<file path="config.mk">
export PLATFORM = sky130hd
export DESIGN_NAME = insn_fetch
export DESIGN_NICKNAME = d
export VERILOG_FILES = /design/src/rtl/j1_pkg.sv /design/src/rtl/fetch_fifo.sv /design/src/rtl/insn_fetch.sv
export SDC_FILE = /design/constraint.sdc
export NUM_CORES = 1
export LEC_CHECK = 0
export CORE_ASPECT_RATIO = 1.4
export CORE_MARGIN = 10
export CORE_UTILIZATION = 53
export CTS_CLUSTER_SIZE = 24
export DETAILED_ROUTE_END_ITERATION = 8
export PLACE_DENSITY = 0.8
export SLEW_MARGIN = 20
export SYNTH_ARGS = -nofsm -noshare
export SYNTH_HDL_FRONTEND = slang
export SYNTH_SLANG_ARGS = --single-unit
</file>
<file path="constraint.sdc">
create_clock -name clock -period 4.15 [get_ports clock]
set_input_delay 0.415 -clock clock [delete_from_list [all_inputs] [get_ports clock]]
set_output_delay 0.415 -clock clock [all_outputs]
set_load 0.01 [all_outputs]
</file>
<file path="src/rtl/j1_pkg.sv">
// Shared J1 constants and the fetch FIFO payload layout.
// fetch_entry_t is the default-width view of what insn_fetch buffers.
package j1_pkg;

  localparam int unsigned INSN_WIDTH = 16;
  localparam int unsigned ROM_SIZE   = 'h1000;
  localparam int unsigned PC_WIDTH   = $clog2(ROM_SIZE);

  typedef struct packed {
    logic [PC_WIDTH-1:0]   pc;
    logic [INSN_WIDTH-1:0] insn;
  } fetch_entry_t;

endpackage

</file>
<file path="src/rtl/fetch_fifo.sv">
// Small synchronous FIFO with a synchronous flush and an occupancy count.
// The head word is presented combinationally from storage.
module fetch_fifo #(
  parameter  int unsigned depth = 2,
  parameter  int unsigned width = 28,
  localparam int unsigned cnt_w = $clog2(depth + 1)
) (
  input  logic             clk,
  input  logic             rst_n,
  input  logic             flush,
  input  logic             push,
  input  logic [width-1:0] data,
  input  logic             pop,
  output logic [width-1:0] head,
  output logic [cnt_w-1:0] count
);

  localparam int unsigned ptr_w = (depth > 1) ? $clog2(depth) : 1;

  logic [width-1:0] mem [depth];
  logic [ptr_w-1:0] rd_ptr;
  logic [ptr_w-1:0] wr_ptr;

  // Pointer advance with wrap at depth, so non-power-of-two depths work.
  function automatic logic [ptr_w-1:0] bump(input logic [ptr_w-1:0] p);
    return (p == ptr_w'(depth - 1)) ? '0 : p + ptr_w'(1);
  endfunction

  assign head = mem[rd_ptr];

  always_ff @(posedge clk or negedge rst_n) begin
    if (!rst_n) begin
      rd_ptr <= '0;
      wr_ptr <= '0;
      count  <= '0;
      for (int i = 0; i < int'(depth); i++) mem[i] <= '0;
    end else if (flush) begin
      rd_ptr <= '0;
      wr_ptr <= '0;
      count  <= '0;
    end else begin
      if (push) begin
        mem[wr_ptr] <= data;
        wr_ptr      <= bump(wr_ptr);
      end
      if (pop) rd_ptr <= bump(rd_ptr);
      count <= count + cnt_w'(push) - cnt_w'(pop);
    end
  end

endmodule

</file>
<file path="src/rtl/insn_fetch.sv">
// Instruction fetch: drives the ROM, absorbs its one-cycle latency through a
// single in-flight tag, buffers words in fetch_fifo and handles redirects.
module insn_fetch
  import j1_pkg::*;
#(
  parameter int unsigned           addr_width = PC_WIDTH,
  parameter int unsigned           data_width = INSN_WIDTH,
  parameter int unsigned           depth      = 2,
  parameter logic [addr_width-1:0] reset_pc   = '0
) (
  input  logic                  clock,
  input  logic                  reset_n,
  output logic [addr_width-1:0] rom_address,
  output logic                  rom_cen,
  input  logic [data_width-1:0] rom_q,
  input  logic                  redirect,
  input  logic [addr_width-1:0] redirect_pc,
  output logic                  insn_valid,
  input  logic                  insn_ready,
  output logic [data_width-1:0] insn,
  output logic [addr_width-1:0] insn_pc
);

  localparam int unsigned cnt_w = $clog2(depth + 1);
  localparam int unsigned occ_w = cnt_w + 1;

  typedef struct packed {
    logic [addr_width-1:0] pc;
    logic [data_width-1:0] word;
  } entry_t;

  logic [addr_width-1:0] pc;
  logic [addr_width-1:0] pend_pc;
  logic                  pend;
  logic [cnt_w-1:0]      count;
  logic [occ_w-1:0]      occ;
  logic                  pop;
  logic                  push;
  logic                  issue;
  entry_t                push_entry;
  entry_t                head_entry;

  assign insn_valid = (count != '0);
  assign pop        = insn_valid & insn_ready;

  // Slots committed after this cycle; a same-cycle pop frees one immediately.
  assign occ   = occ_w'(count) + occ_w'(pend) - occ_w'(pop);
  assign issue = occ < occ_w'(depth);

  // A redirect discards the word returning for the old stream.
  assign push       = pend & ~redirect;
  assign push_entry = '{pc: pend_pc, word: rom_q};

  assign insn    = head_entry.word;
  assign insn_pc = head_entry.pc;

  // ROM request; held off while reset is asserted.
  always_comb begin
    rom_address = pc;
    rom_cen     = 1'b0;
    if (reset_n) begin
      if (redirect) begin
        rom_address = redirect_pc;
        rom_cen     = 1'b1;
      end else begin
        rom_cen = issue;
      end
    end
  end

  always_ff @(posedge clock or negedge reset_n) begin
    if (!reset_n) begin
      pc      <= reset_pc;
      pend    <= 1'b0;
      pend_pc <= '0;
    end else if (redirect) begin
      pc      <= redirect_pc + addr_width'(1);
      pend    <= 1'b1;
      pend_pc <= redirect_pc;
    end else if (issue) begin
      pc      <= pc + addr_width'(1);
      pend    <= 1'b1;
      pend_pc <= pc;
    end else begin
      pend <= 1'b0;
    end
  end

  fetch_fifo #(
    .depth (depth),
    .width ($bits(entry_t))
  ) u_fifo (
    .clk   (clock),
    .rst_n (reset_n),
    .flush (redirect),
    .push  (push),
    .data  (push_entry),
    .pop   (pop),
    .head  (head_entry),
    .count (count)
  );

endmodule
</file>
Yosys cells after proc, flatten, opt, wreduce, memory -nomap -nowiden
Cells that the tools add are included.
{"block": "totals", "inputBits": 32, "out_inout_bits": 42, "ff_bits": 85}
{"block": "op_classes", "order_cmp": 4, "add_sub_neg": 8, "n_mux": 23, "n_bitwise": 5, "reduce_logical": 6}
{"op": "$mux 28", "n": 4}
{"op": "$mux 12", "n": 6}
{"op": "$bwmux 56", "n": 1}
{"op": "$demux 28 s1", "n": 1}
{"op": "$add 12x1->12 const B", "n": 2}
{"op": "$mux 1", "n": 10}
{"op": "$reduce_bool 2->1", "n": 4}
{"op": "$ge 2x2->1 const B", "n": 2}
{"op": "$not 1->2", "n": 2}
{"op": "$add 2x1->3", "n": 1}
{"op": "$lt 3x2->1 const B", "n": 1}
{"op": "$sub 3x1->3", "n": 1}
{"op": "$add 1x1->1 const B", "n": 2}
{"op": "$add 2x1->2", "n": 1}
{"op": "$and 1x1->1", "n": 2}
{"op": "$lt 2x1->1 const B", "n": 1}
{"op": "$mux 2", "n": 1}
{"op": "$reduce_and 2->1", "n": 1}
{"op": "$sub 2x1->2", "n": 1}
{"op": "$logic_and 1x1->1", "n": 1}
{"op": "$not 1->1", "n": 1}

Longest topological paths before layout
Gate-level depths: netlist of the first run.
{"block": "logic_depth", "depth_word": 6, "ltp_mapped": 12, "ltp_nobuf": 11}

Cells and area by module
A second synthesis of the first run with hierarchy kept.
{"block": "unflattened", "cells_unflattened": 338, "hier_area_um2": 4408.0}
{"mod": "fetch_fifo", "cells_per_inst": 166, "area_per_inst_um2": 2742.6, "seq_area_each_um2": 1501.4, "n_inst": 1}
{"mod": "insn_fetch", "cells_per_inst": 172, "area_per_inst_um2": 1665.3, "seq_area_each_um2": 625.6, "n_inst": 1}

Least setup slack after synthesis of the first run
OpenSTA, ideal clock, no wires.
{"block": "synth_timing", "path_type": "flip-flop to output port", "startpoint": "register u_fifo.count[1]", "endpoint": "output rom_cen", "stages_incl_launch_ff": 12, "path_slack_ns": 0.967, "path_buffers": 1, "arrival_ns": 2.768, "required_ns": 3.735, "cell_sequence": "dfrtp_1 -> or2_2 -> and2_1 -> ha_1 -> inv_1 -> nand2_1 -> fa_1 -> xnor2_1 -> a21oi_2 -> inv_1 -> buf_2 -> and2_1"}
{"block": "synth_between", "elab_chain_cells": 6}
{"element": "from (decl)", "line": "fetch_fifo.sv:15", "text": "output logic [cnt_w-1:0] count"}
{"element": "from (signal assigned)", "line": "fetch_fifo.sv:47", "text": "count <= count + cnt_w'(push) - cnt_w'(pop);"}
{"element": "$reduce_bool 2->1", "line": "insn_fetch.sv:43", "text": "assign insn_valid = (count != '0);"}
{"element": "net insn_valid", "line": "insn_fetch.sv:18", "text": "output logic insn_valid,"}
{"element": "$and 1x1->1", "line": "insn_fetch.sv:44", "text": "assign pop = insn_valid & insn_ready;"}
{"element": "$sub 3x1->3", "line": "insn_fetch.sv:47", "text": "assign occ = occ_w'(count) + occ_w'(pend) - occ_w'(pop);"}
{"element": "$lt 3x2->1", "line": "insn_fetch.sv:48", "text": "assign issue = occ < occ_w'(depth);"}
{"element": "$mux 1", "line": "insn_fetch.sv:62", "text": "if (redirect) begin"}
{"element": "$mux 1", "line": "insn_fetch.sv:61", "text": "if (reset_n) begin"}
{"element": "to (decl)", "line": "insn_fetch.sv:14", "text": "output logic rom_cen,"}
The timed path passes the listed nets, and every way through them passes these cells.

Worst setup path after layout of the first run
{"block": "layout_timing", "startpoint": "register u_fifo.count[1]", "endpoint": "output rom_cen"}
{"block": "layout_between", "elab_chain_cells": 6}
{"element": "parallel branches: the longest is 2 deep, another holds $add 2x1->3"}
{"element": "$sub 3x1->3 (*)", "line": "insn_fetch.sv:47"}
{"element": "$lt 3x2->1 (*)", "line": "insn_fetch.sv:48"}
{"element": "$mux 1 (*)", "line": "insn_fetch.sv:62"}
{"element": "$mux 1 (*)", "line": "insn_fetch.sv:61"}
Mark *: on every way between the ends.

==> results of run 1 <==
cell type report:
| class | instances | area [µm²] | share of cell area [%] |
|---|---|---|---|
| inverter | 9 | 33.8 | 0.614 |
| clock inverter | 4 | 70.1 | 1.27 |
| tap | 102 | 128 | 2.32 |
| timing repair buffer | 80 | 781 | 14.2 |
| sequential | 85 | 2130 | 38.7 |
| clock buffer | 12 | 256 | 4.66 |
| multi-input combinational | 242 | 2100 | 38.2 |
path summary, 6_finish.rpt:
| path | startpoint | end | depth (start not counted) |
|---|---|---|---|
| min | reset_n | u_fifo.mem[28] | 1 |
| max reg2reg | u_fifo.count[1] | pc[5] | 10 |
| min in group clock | u_fifo.mem[2] | u_fifo.mem[2] | 1 |
| max in group asynchronous | reset_n | u_fifo.mem[20] | 2 |
| max | u_fifo.count[1] | rom_cen | 11 |
| min reg2reg | u_fifo.mem[2] | u_fifo.mem[2] | 1 |
worst reg2reg max path, cell delays in order, from the launching register on:
cell	delay, ns
sky130_fd_sc_hd__dfrtp_1	0.45
sky130_fd_sc_hd__or2_2	0.33
sky130_fd_sc_hd__and2_1	0.19
sky130_fd_sc_hd__ha_1	0.27
sky130_fd_sc_hd__inv_1	0.08
sky130_fd_sc_hd__nand2_1	0.07
sky130_fd_sc_hd__fa_1	0.42
sky130_fd_sc_hd__xnor2_1	0.33
sky130_fd_sc_hd__nand2_2	0.25
sky130_fd_sc_hd__or4_1	0.52
sky130_fd_sc_hd__o211ai_1	0.09
Yosys cell counts (3+ instances only):
master                     count  area (µm²)
sky130_fd_sc_hd__nand3b_1      3        22.5
sky130_fd_sc_hd__nand2_1      22        82.6
sky130_fd_sc_hd__xnor2_1      11        96.3
sky130_fd_sc_hd__nand4_1       7        43.8
sky130_fd_sc_hd__a21oi_1       6        30.0
sky130_fd_sc_hd__o21ai_0       9        45.0
sky130_fd_sc_hd__clkbuf_1      4        15.0
sky130_fd_sc_hd__buf_4         4        30.0
sky130_fd_sc_hd__buf_2         6        30.0
sky130_fd_sc_hd__nand3_1       5        25.0
sky130_fd_sc_hd__xor2_1        3        26.3
sky130_fd_sc_hd__ha_1          4        50.1
sky130_fd_sc_hd__dfrtp_1      85        2130
sky130_fd_sc_hd__nor2_1       20        75.1
sky130_fd_sc_hd__o211ai_1      3        22.5
sky130_fd_sc_hd__mux2i_1       8        80.1
sky130_fd_sc_hd__inv_1         8        30.0
sky130_fd_sc_hd__nor2b_1       3        18.8
sky130_fd_sc_hd__mux2_2      101        1140
where the power goes:
part           internal, mW  switching (mW)  total (mW)
Sequential             1.23           0.261        1.49
Clock                 0.558           0.309       0.867
Combinational          1.13           0.837        1.96
Total                  2.92            1.41        4.32
layer usage:
metal	wire, µm	vias to the layer above	GRT usage (%)
met5	0	-	0
met4	186	0	6.52
met3	504	16	3.69
met2	4950	83	26.6
met1	3950	1491	19.4
li1	-	1423	-
sequential cells by signal, summed over array words and instances (netlist names):
register and flops:
u_fifo.rd_ptr 1, u_fifo.wr_ptr 1, pc 12, pend 1
u_fifo.count 2, u_fifo.mem 56, pend_pc 12
cell families (layout without fill, tap and decap cells):
| family | Yosys count | count (layout) |
|---|---|---|
| xor+xnor | 14 | 14 |
| mux | 109 | 109 |
| flops | 85 | 85 |
| compound gates | 36 | 36 |
| buf+inv | 25 | 105 |
| fa+ha+maj | 5 | 5 |
| simple gates | 78 | 78 |
==> results.cfg, run 1 <==
[synthesis]
post_synthesis_mean_instance_area_um2 = 12.3
ys_seq_area_share_pct = 49.0
synth.yosys.warnings = 0
netlist_instances = 352
synthXorXnorAreaFrac_pct = 2.82
postSynth.asyncResetShare_pct = 100
post_synth_adder_cell_area_pct = 1.61
netlist-cell-type-count = 50
synth-compound-area-share_pct = 5.96
post_synth_and_or_nand_nor_area_fraction_pct = 9.94
postSynthRegisterBits = 85
synth_top_family_by_area = multiplexers
post_synth_mux_area_share_pct = 28.0
synth_ff_type = sky130_fd_sc_hd__dfrtp_1
synth_enable_flop_cells = 0
post_synth_instance_area_um2 = 4340
syn_nets = 389

[final_layout]
filler_cell_count = 638
final_cells = 534
stdcell_area_um2 = 5500
syn2layout_area_growth_pct = 26.6
antenna_cells_inserted = 0
share_of_layout_cells_above_drive_strength_1_pct = 31.9
nNetsFinal = 464
final_util_pct = 67.9
layout.cells.most_common_list = sky130_fd_sc_hd__mux2_2 (101), sky130_fd_sc_hd__dfrtp_1 (85), sky130_fd_sc_hd__clkdlybuf4s50_1 (72)
mostFrequentLayoutCell = sky130_fd_sc_hd__mux2_2

[cts]
cts_tree = built
cts_made_buffers = 9
clk_pin_slew_ns = 0.06
cts_repair_resize_count = 0
clockRootBuffer = sky130_fd_sc_hd__clkbuf_16
clock_sink_count = 85
post-cts-setup-buffers = 0
clock_path_buffers = 2
insertion_delay_ns = 0.33
ctsHtreeMaxLevel = 3
postCtsHoldBufs = 0

[detailed_routing]
drt-total-wl_mm = 9.59
post_drt_wl_per_cell_um = 18.0
dr.pass1.iters = 4
final_antenna_net_count = 0
detailed_route_via_count = 3013
vias_per_cell = 5.64
drc = 0
drt_iter0_markers = 94

[setup_path]
required_ns = 3.73
crit_buf_inv = 3
critical_path.max_stage_delay_ns = 0.53
worstSetupPathType = reg -> out
timing.critical_path.to_type = output port
timing.critical_path.arrival_ns = 3.37
regToRegSetupSlack_ns = 1.07
critical_path_cell_by_cell = or2_2, and2_1, ha_1, inv_1, nand2_1, fa_1, xnor2_1, a21oi_2, inv_1, and2_1, clkdlybuf4s50_1
crit_path_max_fanout = 5
critical-path-slowest-cell = sky130_fd_sc_hd__clkdlybuf4s50_1
crit_family = simple AND/OR/NAND/NOR gates
crit_path_start_kind = flip-flop

[pwr]
power.leakage_nw = 2.30
power_consumption_mw = 4.32
largest_vdd_supply_drop_mv = 0.373
powerDensity_nw_per_um2 = 786

[placed_design]
detailed_place.area_um2 = 5170
gpl.final_weighted_congestion = 0.849
port_buffers = 73
placedCellCount = 518
dp.final_hpwl_mm = 6.67
dpl_worst_slack_ns = 0.666

[global_route]
grt_pass1_vias = 3230
grt_first_pass_wirelength_mm = 15.8
global_route.overflow_total = 0
globalRouteTotalUtil_pct = 16.1
maximum_number_of_pins_on_one_net_before_global_route_repair = 54
initial_antenna_violation_count = 0

[floorplanning]
die_width_um = 96.5
core_area_um2 = 8100
design.die.area_um2 = 12300
rows = 39
io_pins = 74
starting_density_of_the_core_pct = 53.6
dieHeight_um = 127

[sta]
finalCritPeriodShare_pct = 91.2
min_period_ns = 3.79
slew_viol_final = 0
worst_clock_skew_ns = 0.00598
postLayoutSetupSlackWorst_ns = 0.364
worst_slew_margin_rel_pct = 56.6
timing.hold.ws_ns = 0.0479
rsz0062_at_grt = false
max_slew.worst_pin.slew_ns = 0.651
fin_setup_tns_ns = 0
total_of_endpoints_with_negative_setup_slack_in_the_final_report = 0
number_of_failing_hold_endpoints_at_the_final_stage = 0
fmaxAchievable_mhz = 264

[hold_path]
min_path_type = in -> async

[status]
run_status = completed

[job]
max_cap_viol_count = 0
Note: power is estimated with default switching activity, not from simulation.
==> run 2: changes to the inputs <==
- CORE_UTILIZATION: 53 -> 55
- PLACE_DENSITY: 0.8 -> 0.82
- SETUP_SLACK_MARGIN: unset -> 0.1
- SYNTH_HIERARCHICAL: unset -> 1
- clock period: 4.15 -> 4.73 ns (I/O delays scaled with it)
==> results.cfg, run 2 <==
[status]
run_status = completed

[synthesis]
syn_nets = 375
netlist_instances = 338
synth.yosys.warnings = 6
post_synthesis_mean_instance_area_um2 = 13.0
synth_top_area_share_pct = 48.3
ys_seq_area_share_pct = 48.3
synth.area.top_cells = sky130_fd_sc_hd__dfrtp_1 (48%), sky130_fd_sc_hd__mux2_2 (19%), sky130_fd_sc_hd__mux2_4 (6.8%)
post_synth_most_frequent_cells = sky130_fd_sc_hd__dfrtp_1 (85), sky130_fd_sc_hd__mux2_2 (74), sky130_fd_sc_hd__nand2_1 (26)
synth_ff_type = sky130_fd_sc_hd__dfrtp_1
synth.most_common_cell = sky130_fd_sc_hd__dfrtp_1
postSynthRegisterBits = 85
synth_largest_area_cell = sky130_fd_sc_hd__dfrtp_1
synth_enable_flop_cells = 0
post_synth_instance_area_um2 = 4410
postSynth.asyncResetShare_pct = 100
netlist-cell-type-count = 36

[placed_design]
port_buffers = 73
dpl_worst_slack_ns = 1.17
dp.final_hpwl_mm = 6.13
gpl.final_weighted_congestion = 0.838

[sta]
total_of_endpoints_with_negative_setup_slack_in_the_final_report = 0
worst_clock_skew_ns = 0.00331
rsz0062_at_grt = false
worst_slew_margin_rel_pct = 47.7
timing.hold.ws_ns = 0.291
min_period_ns = 3.59
fin_setup_tns_ns = 0
finalCritPeriodShare_pct = 75.9
postLayoutSetupSlackWorst_ns = 1.14
max_slew.worst_pin.slew_ns = 0.785
slew_viol_final = 0
fmaxAchievable_mhz = 279
number_of_failing_hold_endpoints_at_the_final_stage = 0

[global_route]
global_route_met2_utilization_pct = 23.8
grt_pass1_vias = 2928
globalRouteMet1Util_pct = 19.9
global_route.overflow_total = 0
grt_first_pass_wirelength_mm = 15.1
global_route.peak_usage_layer = met2
globalRouteTotalUtil_pct = 15.5
maximum_number_of_pins_on_one_net_before_global_route_repair = 90
initial_antenna_violation_count = 0
globalRouteMet3Util_pct = 4.58

[setup_path]
crit_buf_inv = 3
crit_family = buffers and inverters
reg2regPathDepth = 11
critical_path_cell_by_cell = inv_1, nand2_1, and2_1, ha_1, nor2b_1, fa_1, nor2_2, nor2_1, inv_1, and2_1, clkdlybuf4s50_1
timing.critical_path.arrival_ns = 3.12
crit_path_max_fanout = 6
critical_path.startpoint = u_fifo/count[1]
worstReg2RegEnd = pc[11]
timing.critical_path.to_type = output port
critical-path-slowest-cell = sky130_fd_sc_hd__clkdlybuf4s50_1
r2r-start = u_fifo/count[1]
crit_path_start_kind = flip-flop
regToRegSetupSlack_ns = 1.99
critical_path.max_stage_delay_ns = 0.54
worstSetupPathType = reg -> out
required_ns = 4.26

[cts]
clock_sink_count = 85
cts_made_buffers = 9
postCtsHoldBufs = 0
post-cts-setup-buffers = 0
clock_path_buffers = 2
clockRootBuffer = sky130_fd_sc_hd__clkbuf_8
clk_pin_slew_ns = 0.07
cts_tree = built
insertion_delay_ns = 0.35
ctsHtreeMaxLevel = 3
cts_repair_resize_count = 0

[final_layout]
nNetsFinal = 449
flip_flop_count_of_the_largest_register_all_copies_and_words_added = 56
layout.cells.most_common_list = sky130_fd_sc_hd__dfrtp_1 (85), sky130_fd_sc_hd__mux2_2 (74), sky130_fd_sc_hd__clkdlybuf4s50_1 (71)
mostFrequentLayoutCell = sky130_fd_sc_hd__dfrtp_1
share_of_layout_cells_above_drive_strength_1_pct = 28.8
antenna_cells_inserted = 0
reg_top3 = u_fifo/mem: 56 flops, pc: 12 flops, pend_pc: 12 flops
registers.top_by_ff_count = u_fifo/mem
syn2layout_area_growth_pct = 21.2

[detailed_routing]
final_antenna_net_count = 0
drt_iter0_markers = 106
drt-total-wl_mm = 8.82
drc = 0
post_drt_wl_per_cell_um = 17.1
detailed_route_via_count = 2837
vias_per_cell = 5.50
dr.pass1.iters = 4

[job]
max_cap_viol_count = 0

[floorplanning]
rows = 38
core_area_um2 = 7800
io_pins = 74
dieHeight_um = 126
starting_density_of_the_core_pct = 56.5
design.die.area_um2 = 12000
die_width_um = 95.7

[hold_path]
min_path_type = in -> async

[pwr]
power.leakage_nw = 2.34
powerDensity_nw_per_um2 = 649
power_consumption_mw = 3.47
largest_vdd_supply_drop_mv = 0.523
[run 2: routing by layer]
| layer | wire [µm] | vias to the layer above |
|---|---|---|
| li1 | - | 1335 |
| met1 | 3960 | 1422 |
| met2 | 4240 | 69 |
| met3 | 479 | 11 |
| met4 | 138 | 0 |
| met5 | 0 | - |
[run 2: logic make-up after synthesis]
family	count (synthesis)	share of synthesized area, %
simple gates	63	7.24
flops	85	48.3
xor+xnor	24	5.08
buf+inv	23	3.95
fa+ha+maj	5	1.59
compound gates	21	2.90
mux	117	31.0
[run 2: metrics by stage]
| step | area [µm²] | instances | utilization, % |
|---|---|---|---|
| after floorplan | 4410 | 338 | - |
| after global placement | 5160 | 501 | 66.2 |
| after detailed placement | 5160 | 501 | 66.2 |
| after CTS | 5340 | 516 | 68.5 |
| after global routing | 5340 | 516 | 68.5 |
| final | 5340 | 516 | 68.5 |
[run 2: layout make-up]
class | instances | area, µm²
Clock buffer | 14 | 173
Clock inverter | 1 | 5.00
Fill cell | 598 | 2450
Inverter | 7 | 26.3
Multi-Input combinational cell | 230 | 2120
Sequential cell | 85 | 2130
Tap cell | 100 | 125
Timing Repair Buffer | 79 | 772
[run 2: worst max-delay path by stage]
| stage | endpoint | slack, ns | depth (start not counted) |
|---|---|---|---|
| finish | rom_cen | 1.14 | 11 |
| global route | rom_cen | 0.88 | 11 |
| CTS | rom_cen | 1.08 | 11 |
| detailed placement | rom_cen | 1.17 | 10 |
| global placement | rom_cen | 1.26 | 10 |
| floorplan | rom_cen | 1.80 | 11 |
[run 2: where the power goes]
group,switching (mW),internal [mW]
Combinational,0.689,1.02
Clock,0.234,0.231
Sequential,0.229,1.06
